## src/rtl/fifo_player_pkg.sv

```systemverilog
// Shared types and default widths for the FIFO sample player.
package fifo_player_pkg;

    localparam int unsigned DATA_WIDTH_DEF = 16;
    localparam int unsigned DIV_WIDTH_DEF  = 16;
    localparam int unsigned CNT_WIDTH_DEF  = 32;

    typedef enum logic [1:0] {
        IDLE     = 2'd0,
        ARMED    = 2'd1,
        PLAY     = 2'd2,
        UNDERRUN = 2'd3
    } player_state_t;

endpackage

```

## src/rtl/fifo_sample_player_if.sv

```systemverilog
// FIFO read port and DAC output bundle of the sample player.
interface fifo_sample_player_if
    import fifo_player_pkg::*;
#(
    parameter int unsigned DATA_WIDTH = DATA_WIDTH_DEF
) ();

    logic [DATA_WIDTH-1:0] fifo_rd_data;
    logic                  fifo_empty;
    logic                  fifo_rd_en;
    logic [DATA_WIDTH-1:0] dac_data;
    logic                  dac_strobe;

    // Player side: consumes the FIFO head and drives the DAC.
    modport master (
        input  fifo_rd_data,
        input  fifo_empty,
        output fifo_rd_en,
        output dac_data,
        output dac_strobe
    );

    // Environment side: FIFO read port and DAC sink.
    modport slave (
        output fifo_rd_data,
        output fifo_empty,
        input  fifo_rd_en,
        input  dac_data,
        input  dac_strobe
    );

endinterface

```

## src/rtl/sample_tick_gen.sv

```systemverilog
// Loadable down-counter; tick_c is high while the count sits at zero.
module sample_tick_gen
    import fifo_player_pkg::*;
#(
    parameter int unsigned WIDTH = DIV_WIDTH_DEF
) (
    input  logic             clk,
    input  logic             rst,
    input  logic             load,
    input  logic [WIDTH-1:0] load_val,
    input  logic             dec,
    output logic             tick_c
);

    logic [WIDTH-1:0] cnt_q;
    logic [WIDTH-1:0] cnt_d;

    // Load has priority; decrement stops at zero.
    always_comb begin
        cnt_d = cnt_q;
        if (load) begin
            cnt_d = load_val;
        end else if (dec && (cnt_q != '0)) begin
            cnt_d = cnt_q - WIDTH'(1);
        end
    end

    // Counter register.
    always_ff @(posedge clk or posedge rst) begin
        if (rst) begin
            cnt_q <= '0;
        end else begin
            cnt_q <= cnt_d;
        end
    end

    assign tick_c = (cnt_q == '0);

endmodule

```

## src/rtl/fifo_sample_player.sv

```systemverilog
// Playout-domain FIFO consumer: paces pops by the divider, feeds the DAC,
// flags underrun and drives idle_value while stopped.
module fifo_sample_player
    import fifo_player_pkg::*;
#(
    parameter int unsigned DATA_WIDTH = DATA_WIDTH_DEF,
    parameter int unsigned DIV_WIDTH  = DIV_WIDTH_DEF,
    parameter int unsigned CNT_WIDTH  = CNT_WIDTH_DEF
) (
    input  logic                  clk,
    input  logic                  rst,
    input  logic                  enable,
    input  logic [DIV_WIDTH-1:0]  divider,
    input  logic [DATA_WIDTH-1:0] idle_value,
    input  logic                  underrun_clr,
    output logic                  running,
    output logic                  underrun,
    output logic [CNT_WIDTH-1:0]  sample_count,
    fifo_sample_player_if.master  pif
);

    player_state_t         state_q,        state_d;
    logic [DATA_WIDTH-1:0] dac_data_q,     dac_data_d;
    logic                  dac_strobe_q,   dac_strobe_d;
    logic                  running_q,      running_d;
    logic                  underrun_q,     underrun_d;
    logic [CNT_WIDTH-1:0]  sample_count_q, sample_count_d;
    logic [DIV_WIDTH-1:0]  div_q,          div_d;

    logic                  fifo_rd_en_c;
    logic                  tick_c;
    logic                  tick_load_c;
    logic [DIV_WIDTH-1:0]  tick_load_val_c;
    logic                  tick_dec_c;

    sample_tick_gen #(
        .WIDTH (DIV_WIDTH)
    ) u_tick (
        .clk      (clk),
        .rst      (rst),
        .load     (tick_load_c),
        .load_val (tick_load_val_c),
        .dec      (tick_dec_c),
        .tick_c   (tick_c)
    );

    // Next state, pop decision and next output values; enable=0 overrides all.
    always_comb begin
        state_d         = state_q;
        dac_data_d      = dac_data_q;
        dac_strobe_d    = 1'b0;
        underrun_d      = underrun_q;
        sample_count_d  = sample_count_q;
        div_d           = div_q;
        fifo_rd_en_c    = 1'b0;
        tick_load_c     = 1'b0;
        tick_load_val_c = '0;
        tick_dec_c      = 1'b0;

        if (underrun_clr) begin
            underrun_d = 1'b0;
        end

        if (state_q == IDLE) begin
            dac_data_d = idle_value;
        end

        if (!enable) begin
            state_d = IDLE;
        end else begin
            case (state_q)
                IDLE: begin
                    state_d        = ARMED;
                    div_d          = divider;
                    sample_count_d = '0;
                end
                ARMED: begin
                    // Counter starts at zero so PLAY pops on its first cycle.
                    if (!pif.fifo_empty) begin
                        state_d     = PLAY;
                        tick_load_c = 1'b1;
                    end
                end
                PLAY: begin
                    if (tick_c) begin
                        if (!pif.fifo_empty) begin
                            fifo_rd_en_c    = 1'b1;
                            dac_data_d      = pif.fifo_rd_data;
                            dac_strobe_d    = 1'b1;
                            tick_load_c     = 1'b1;
                            tick_load_val_c = div_q;
                            if (sample_count_q != '1) begin
                                sample_count_d = sample_count_q + CNT_WIDTH'(1);
                            end
                        end else begin
                            // Set after the clear so a same-cycle event wins.
                            underrun_d = 1'b1;
                            state_d    = UNDERRUN;
                        end
                    end else begin
                        tick_dec_c = 1'b1;
                    end
                end
                UNDERRUN: begin
                    state_d = UNDERRUN;
                end
                default: begin
                    state_d = IDLE;
                end
            endcase
        end

        running_d = (state_d == PLAY);
    end

    // State and output registers.
    always_ff @(posedge clk or posedge rst) begin
        if (rst) begin
            state_q        <= IDLE;
            dac_data_q     <= '0;
            dac_strobe_q   <= 1'b0;
            running_q      <= 1'b0;
            underrun_q     <= 1'b0;
            sample_count_q <= '0;
            div_q          <= '0;
        end else begin
            state_q        <= state_d;
            dac_data_q     <= dac_data_d;
            dac_strobe_q   <= dac_strobe_d;
            running_q      <= running_d;
            underrun_q     <= underrun_d;
            sample_count_q <= sample_count_d;
            div_q          <= div_d;
        end
    end

    assign pif.fifo_rd_en = fifo_rd_en_c;
    assign pif.dac_data   = dac_data_q;
    assign pif.dac_strobe = dac_strobe_q;
    assign running        = running_q;
    assign underrun       = underrun_q;
    assign sample_count   = sample_count_q;

endmodule

```

## src/flat_wrapper.sv

```systemverilog
// flat-port wrapper written by rule: the top's interface ports become plain ports
module fifo_sample_player_flat import fifo_player_pkg::*;
#(
    parameter int unsigned DATA_WIDTH = DATA_WIDTH_DEF,
    parameter int unsigned DIV_WIDTH  = DIV_WIDTH_DEF,
    parameter int unsigned CNT_WIDTH  = CNT_WIDTH_DEF
)
  (clk, rst, enable, divider, idle_value, underrun_clr, running, underrun, sample_count, pif_fifo_rd_data, pif_fifo_empty, pif_fifo_rd_en, pif_dac_data, pif_dac_strobe);
  fifo_sample_player_if #(.DATA_WIDTH(DATA_WIDTH)) pif_i ();
  input  logic clk;
  input  logic rst;
  input  logic enable;
  input  logic [DIV_WIDTH-1:0] divider;
  input  logic [DATA_WIDTH-1:0] idle_value;
  input  logic underrun_clr;
  output logic running;
  output logic underrun;
  output logic [CNT_WIDTH-1:0] sample_count;
  input wire logic [$bits(pif_i.fifo_rd_data)-1:0] pif_fifo_rd_data;
  input wire logic [$bits(pif_i.fifo_empty)-1:0] pif_fifo_empty;
  output wire logic [$bits(pif_i.fifo_rd_en)-1:0] pif_fifo_rd_en;
  output wire logic [$bits(pif_i.dac_data)-1:0] pif_dac_data;
  output wire logic [$bits(pif_i.dac_strobe)-1:0] pif_dac_strobe;
  assign pif_i.fifo_rd_data = pif_fifo_rd_data;
  assign pif_i.fifo_empty = pif_fifo_empty;
  assign pif_fifo_rd_en = pif_i.fifo_rd_en;
  assign pif_dac_data = pif_i.dac_data;
  assign pif_dac_strobe = pif_i.dac_strobe;
  fifo_sample_player #(.DATA_WIDTH(DATA_WIDTH), .DIV_WIDTH(DIV_WIDTH), .CNT_WIDTH(CNT_WIDTH)) u_core (.clk(clk), .rst(rst), .enable(enable), .divider(divider), .idle_value(idle_value), .underrun_clr(underrun_clr), .running(running), .underrun(underrun), .sample_count(sample_count), .pif(pif_i));
endmodule
```

## config.mk

```make
export PLATFORM = sky130hd
export DESIGN_NAME = fifo_sample_player_flat
export DESIGN_NICKNAME = d
export VERILOG_FILES = /design/src/rtl/fifo_player_pkg.sv /design/src/rtl/fifo_sample_player_if.sv /design/src/rtl/sample_tick_gen.sv /design/src/rtl/fifo_sample_player.sv /design/src/flat_wrapper.sv
export SDC_FILE = /design/constraint.sdc
export NUM_CORES = 1
export LEC_CHECK = 0
export CORE_MARGIN = 8
export CORE_UTILIZATION = 30
export DETAILED_ROUTE_END_ITERATION = 8
export HOLD_SLACK_MARGIN = 0.15
export MAX_ROUTING_LAYER = met4
export PLACE_DENSITY = 0.65
export SYNTH_ARGS = -nofsm -noshare
export SYNTH_HDL_FRONTEND = slang
export SYNTH_SLANG_ARGS = --single-unit
```

## constraint.sdc

```tcl
create_clock -name clk -period 2.41 [get_ports clk]
set_clock_uncertainty 0.1 [all_clocks]
set_input_delay 0.241 -clock clk [delete_from_list [all_inputs] [get_ports clk]]
set_output_delay 0.241 -clock clk [all_outputs]
set_load 0.02 [all_outputs]
```

Word level (Yosys, flattened, before mapping)
Index checks and enable logic that the tools add are counted. Widths: inputs -> output; s select.

Eq/ne operators: 8. Mux-type cells: 34. Multiply operators: 0. Bitwise operators: 0. $add $sub $neg: 2. Shifts and indexed selects: 0. Divide/modulo/power cells: 0. Order comparisons: 0. Reductions and logical operators: 8.

Operators with widths (number): $mux 16 (11); $mux 32 (3); $pmux 32 s2 (1); $add 32x1->32 const B (1); $ne 32x32->1 const B (1); $logic_not 16->1 (1); $reduce_bool 16->1 (1); $sub 16x1->16 const B (1); $mux 1 (13); $mux 2 (4); $pmux 2 s4 (1); $eq 2x2->1 const B (3); $reduce_and 5->1 (1); $ne 2x1->1 const B (2); $reduce_bool 2->1 (2); $eq 2x1->1 const B (1); $logic_not 2->1 (1); $ne 2x2->1 const B (1); $pmux 1 s2 (1); $reduce_and 2->1 (1); $logic_and 1x1->1 (1).

RAM bits: 0. Memories: 0. Register bits after elaboration: 85. Bits in read-only memories: 0. Latch bits: 0. Input bits: 53.

Depth between registers and ports, before layout
Word-level depth: 7. Depth in mapped cells: 11. Depth with buffers taken out: 9.

Modules after synthesis
From an unflattened synthesis, not the netlist that was laid out.

Cell total of the unflattened synthesis: 465. Area total of the unflattened synthesis: 4544.4 µm².

By module, submodules not included: fifo_sample_player (times used 1, cells each 343, area an instance 3509.6 µm², seq. area each 1726.7 µm²); sample_tick_gen (times used 1, cells each 122, area an instance 1034.7 µm², seq. area each 400.4 µm²).

Least setup slack after synthesis
Ideal clock, no wire load.

Path type: register to register. From: register u_core.u_tick.cnt_q[0]. To: register u_core.sample_count_q[18], in the netlist u_core.sample_count[18]. Stages on the path, launching flop included: 11. Arrival: 2.388 ns. Path slack: -0.156 ns. Period minus slack after synthesis: 2.566 ns. Buffers on the path: 2. Cell sequence: dfrtp_1 -> inv_1 -> ha_1 -> or4b_4 -> nor4_4 -> a21o_1 -> buf_6 -> nand2_2 -> buf_6 -> or3_1 -> a21oi_1.

Longest elaborated chain between the ends: 3.

RTL lines: start, declared (RTL line sample_tick_gen.sv:15) `logic [WIDTH-1:0] cnt_q;`; start signal, assigned (RTL line sample_tick_gen.sv:33) `cnt_q <= cnt_d;`; $logic_not 16->1 (RTL line sample_tick_gen.sv:37) `assign tick_c = (cnt_q == '0);`; $ne 2x1->1 (no line); $reduce_and 5->1 (no line); end signal, assigned (RTL line fifo_sample_player.sv:132) `sample_count_q <= sample_count_d;`; end, declared (RTL line fifo_sample_player.sv:27) `logic [CNT_WIDTH-1:0] sample_count_q, sample_count_d;`.

No other way between the ends. A chain may end at the register's enable or synchronous reset.

Worst setup path after layout
From: register u_core.u_tick.cnt_q[1]. To: register u_core.sample_count_q[31], in the netlist u_core.sample_count[31].

Same word-level chain as after synthesis.

==> flow_summary_export.csv <==
group,metric,value,unit
run_status,status,"finished with violations",
run_status,failed_checks,"setup timing",
synthesis,post_synth.cell_area_avg,9.73,um2
job,drv.max_cap_violation_count,0,
critical_path,worstPathBufferInverterCount,2,
detailed_routing,detail_route.first_pass.iterations,5,
critical_path,worstSetupStartpointType,"flop",
timing,post-route-min-period,2490,ps
die,num_rows,44,
timing,timing.final.crit_share,103,%
die,die_area,18700,um2
global_route,grt_pass1_vias,3975,
critical_path,critical_path.cell_chain,"inv_2, ha_4, or4b_4, nor4_4, buf_4, a21o_4, nand4_4, or3_4, a21oi_2",
critical_path,cp_data_arrival_time,2660,ps
detailed_routing,route.detailed.wl_per_inst,16.0,um
global_route,initial_antenna_violation_count,0,
finish,areaGrowthSynthToFinish,49.6,%
synthesis,ys_async_sr_fraction,100,%
timing,max_slew.worst_pin.slew,487,ps
synthesis,synthesis.yosys.warnings,0,
synthesis,ys_seq_area_share,48.6,%
timing,hold_viol_final,0,
critical_path,endpoint_kind,"flop",
die,io-pin-count,105,
timing,slew-limit-headroom,67.5,%
detailed_routing,vias_per_cell,5.03,
critical_path,critPathTopFamily,"simple AND/OR/NAND/NOR gates",
critical_path,r2r-end,"u_core.sample_count[31]",
finish,final_cell_utilization_of_the_core,45.4,%
timing,grt_setup_unrepaired,"true",
critical_path,critical_path.reg2reg.startpoint,"u_core.u_tick.cnt_q[1]",
detailed_routing,vias,3965,
timing,drv_slew,0,
critical_path,path_max_fanout,7,
clock_network,htreeDepth,3,
critical_path,worst_setup_path_type,"reg2reg",
timing,achievable-frequency,402,MHz
power_and_ir_drop,power.static_leakage,2.67,nW
detailed_routing,number_of_nets_with_antenna_violations_after_detailed_routing,0,
critical_path,path_depth,9,
timing,setup_violations,25,
die,floorplan.initialDensity,30.4,%
critical_path,rr_worst_depth,9,
critical_path,cp_data_required_time,2580,ps
critical_path,cpPeakStageDelay,480,ps
clock_network,cts-root-to-sink-buffers,2,
synthesis,yosys-top-cells-area,"dfrtp_1, o21ai_0, mux2_2, mux2i_1, nand2_1",
synthesis,synth.cell_area,4380,um2
synthesis,synth_top_cells_by_count,"dfrtp_1, nand2_1, nor2_1, o21ai_0, nand3_1",
clock_network,worst_skew_pair_later_pin_latency,340,ps
clock_network,clock-sinks,85,
die,die_height,137,um
die,core_area,14400,um2
global_route,gr-total-overflow,0,
clock_network,root_buffer,"clkbuf_16",
synthesis,syn-num-nets,510,
placed_design,place_worst_setup_slack,-254,ps
placed_design,dp_hpwl,9230,um
timing,final_critical_path_setup_slack,-78.5,ps
placed_design,place.port_buffers,104,
critical_path,crit_slowest_cell,"or4b_4",
clock_network,cts_tree,"yes",
global_route,grt_first_pass_wirelength,20000,um
hold_path,hold_path_class,"in2async",
synthesis,synth_cell_type_count,45,
finish,insertedDiodeCount,0,
power_and_ir_drop,vdd.ir_drop.worst,0.382,mV
synthesis,ys_seq_elements,85,
detailed_routing,drt_iter0_markers,217,
synthesis,synth_edf_count,0,
clock_network,cts_inserted_buffers,9,
global_route,grt_start_max_net_pins,86,
die,die_width,137,um
detailed_routing,drc,0,
synthesis,postSynth.topFlopCell,"dfrtp_1",
placed_design,gp_congestion,0.860,
critical_path,reg2reg_setup_slack,-80,ps
clock_network,clk_pin_slew_worst_paths,60,ps
finish,nets,661,
power_and_ir_drop,power_density,689,nW/um2
global_route,track_usage,13.9,%
synthesis,synth_most_common_cell,"dfrtp_1",
synthesis,top_cell_type_s_share_of_synthesized_area,48.6,%
synthesis,netlist_instances,450,
synthesis,synth_top_area_cell,"dfrtp_1",
detailed_routing,postRouteWirelength,12600,um
finish,layout-drive-gt1-share,20.3,%
==> where the power goes <==
group / switching, mW / internal (mW)
registers: 0.121 / 1.61
logic: 0.577 / 0.648
clock network: 0.540 / 1.01
==> placed cells by master, fill, tap and decap left out, drive strengths merged, types with 5 or more instances in the layout <==
| cell | n |
|---|---|
| a211oi | 5 |
| a21oi | 23 |
| and3 | 7 |
| buf | 55 |
| clkbuf | 12 |
| clkdlybuf4s50 | 103 |
| dfrtp | 85 |
| ha | 7 |
| inv | 12 |
| mux2 | 16 |
| mux2i | 17 |
| nand2 | 45 |
| nand3 | 25 |
| nand4 | 17 |
| nor2 | 42 |
| nor3 | 6 |
| nor4 | 14 |
| o21ai | 36 |
| or3 | 10 |
| or4 | 5 |
| xnor2 | 13 |
| xor2 | 16 |
==> cells by family after synthesis <==
kind of cell | count (synthesis) | share of synthesized area (%)
simple gates | 185 | 22.0
flops | 85 | 48.6
compound gates | 79 | 10.3
mux | 33 | 8.00
buf+inv | 32 | 3.26
xor+xnor | 29 | 5.80
fa+ha+maj | 7 | 2.00
==> stage by stage <==
stage / instance area (um2) / std cells / TNS (ps) / hold WS [ps] / power (mW)
floorplan: 4410 / 450 / -277 / 234 / 2.37
global placement: 5980 / 768 / -3930 / 396 / 2.89
detailed placement: 5980 / 768 / -4880 / 393 / 2.91
CTS: 6410 / 785 / -254 / 305 / 4.50
global route: 6550 / 789 / -5580 / 352 / 4.74
finish: 6550 / 789 / -818 / 264 / 4.51
==> registers in the layout (all words and copies together), names as in the netlist <==
signal	flops
u_core.pif.dac_strobe	1
u_core.underrun	1
u_core.u_tick.cnt_q	16
u_core.state_q	2
u_core.running	1
u_core.sample_count	32
u_core.div_q	16
u_core.pif.dac_data	16
==> what timing repair did <==
item	CTS	global route
endpoints found under the setup margin	41	59
endpoints found under the hold margin	0	0
buffers inserted	2	3
hold buffers	0	0
gates resized for setup	23	27
cloned	0	1
pin swaps	5	3
==> worst min-delay path, delay by kind of cell <==
family | cells | cell delay [ps]
buffers and inverters | 3 | 880
==> worst max path at each step <==
stage	start	end	slack [ps]
6_report	u_core.u_tick.cnt_q[1]	u_core.sample_count[31]	-80
5_1_grt	u_core.u_tick.cnt_q[0]	u_core.sample_count[31]	-190
4_1_cts	u_core.u_tick.cnt_q[1]	u_core.sample_count[22]	-70
3_5_place_dp	u_core.u_tick.cnt_q[0]	u_core.sample_count[31]	-250
3_3_place_gp	u_core.u_tick.cnt_q[0]	pif_fifo_rd_en	-220
2_1_floorplan	u_core.u_tick.cnt_q[1]	u_core.sample_count[18]	-90
==> metal layers <==
metal	routed length (um)	GRT usage [%]	up-vias
met2	6270	22.1	88
met1	5540	16.8	1952
met3	638	3.30	12
met5	0	-	-
met4	162	5.31	0
li1	-	-	1913
==> cell type report <==
| type | instances | area (um2) |
|---|---|---|
| timing repair buffer | 159 | 1520 |
| multi-input combinational | 333 | 2290 |
| clock buffer | 11 | 233 |
| clock inverter | 4 | 97.6 |
| sequential | 85 | 2130 |
| inverter | 13 | 52.6 |
| fill | 1377 | 7880 |
| tap | 184 | 230 |
Power figures use the tool's default switching activity.
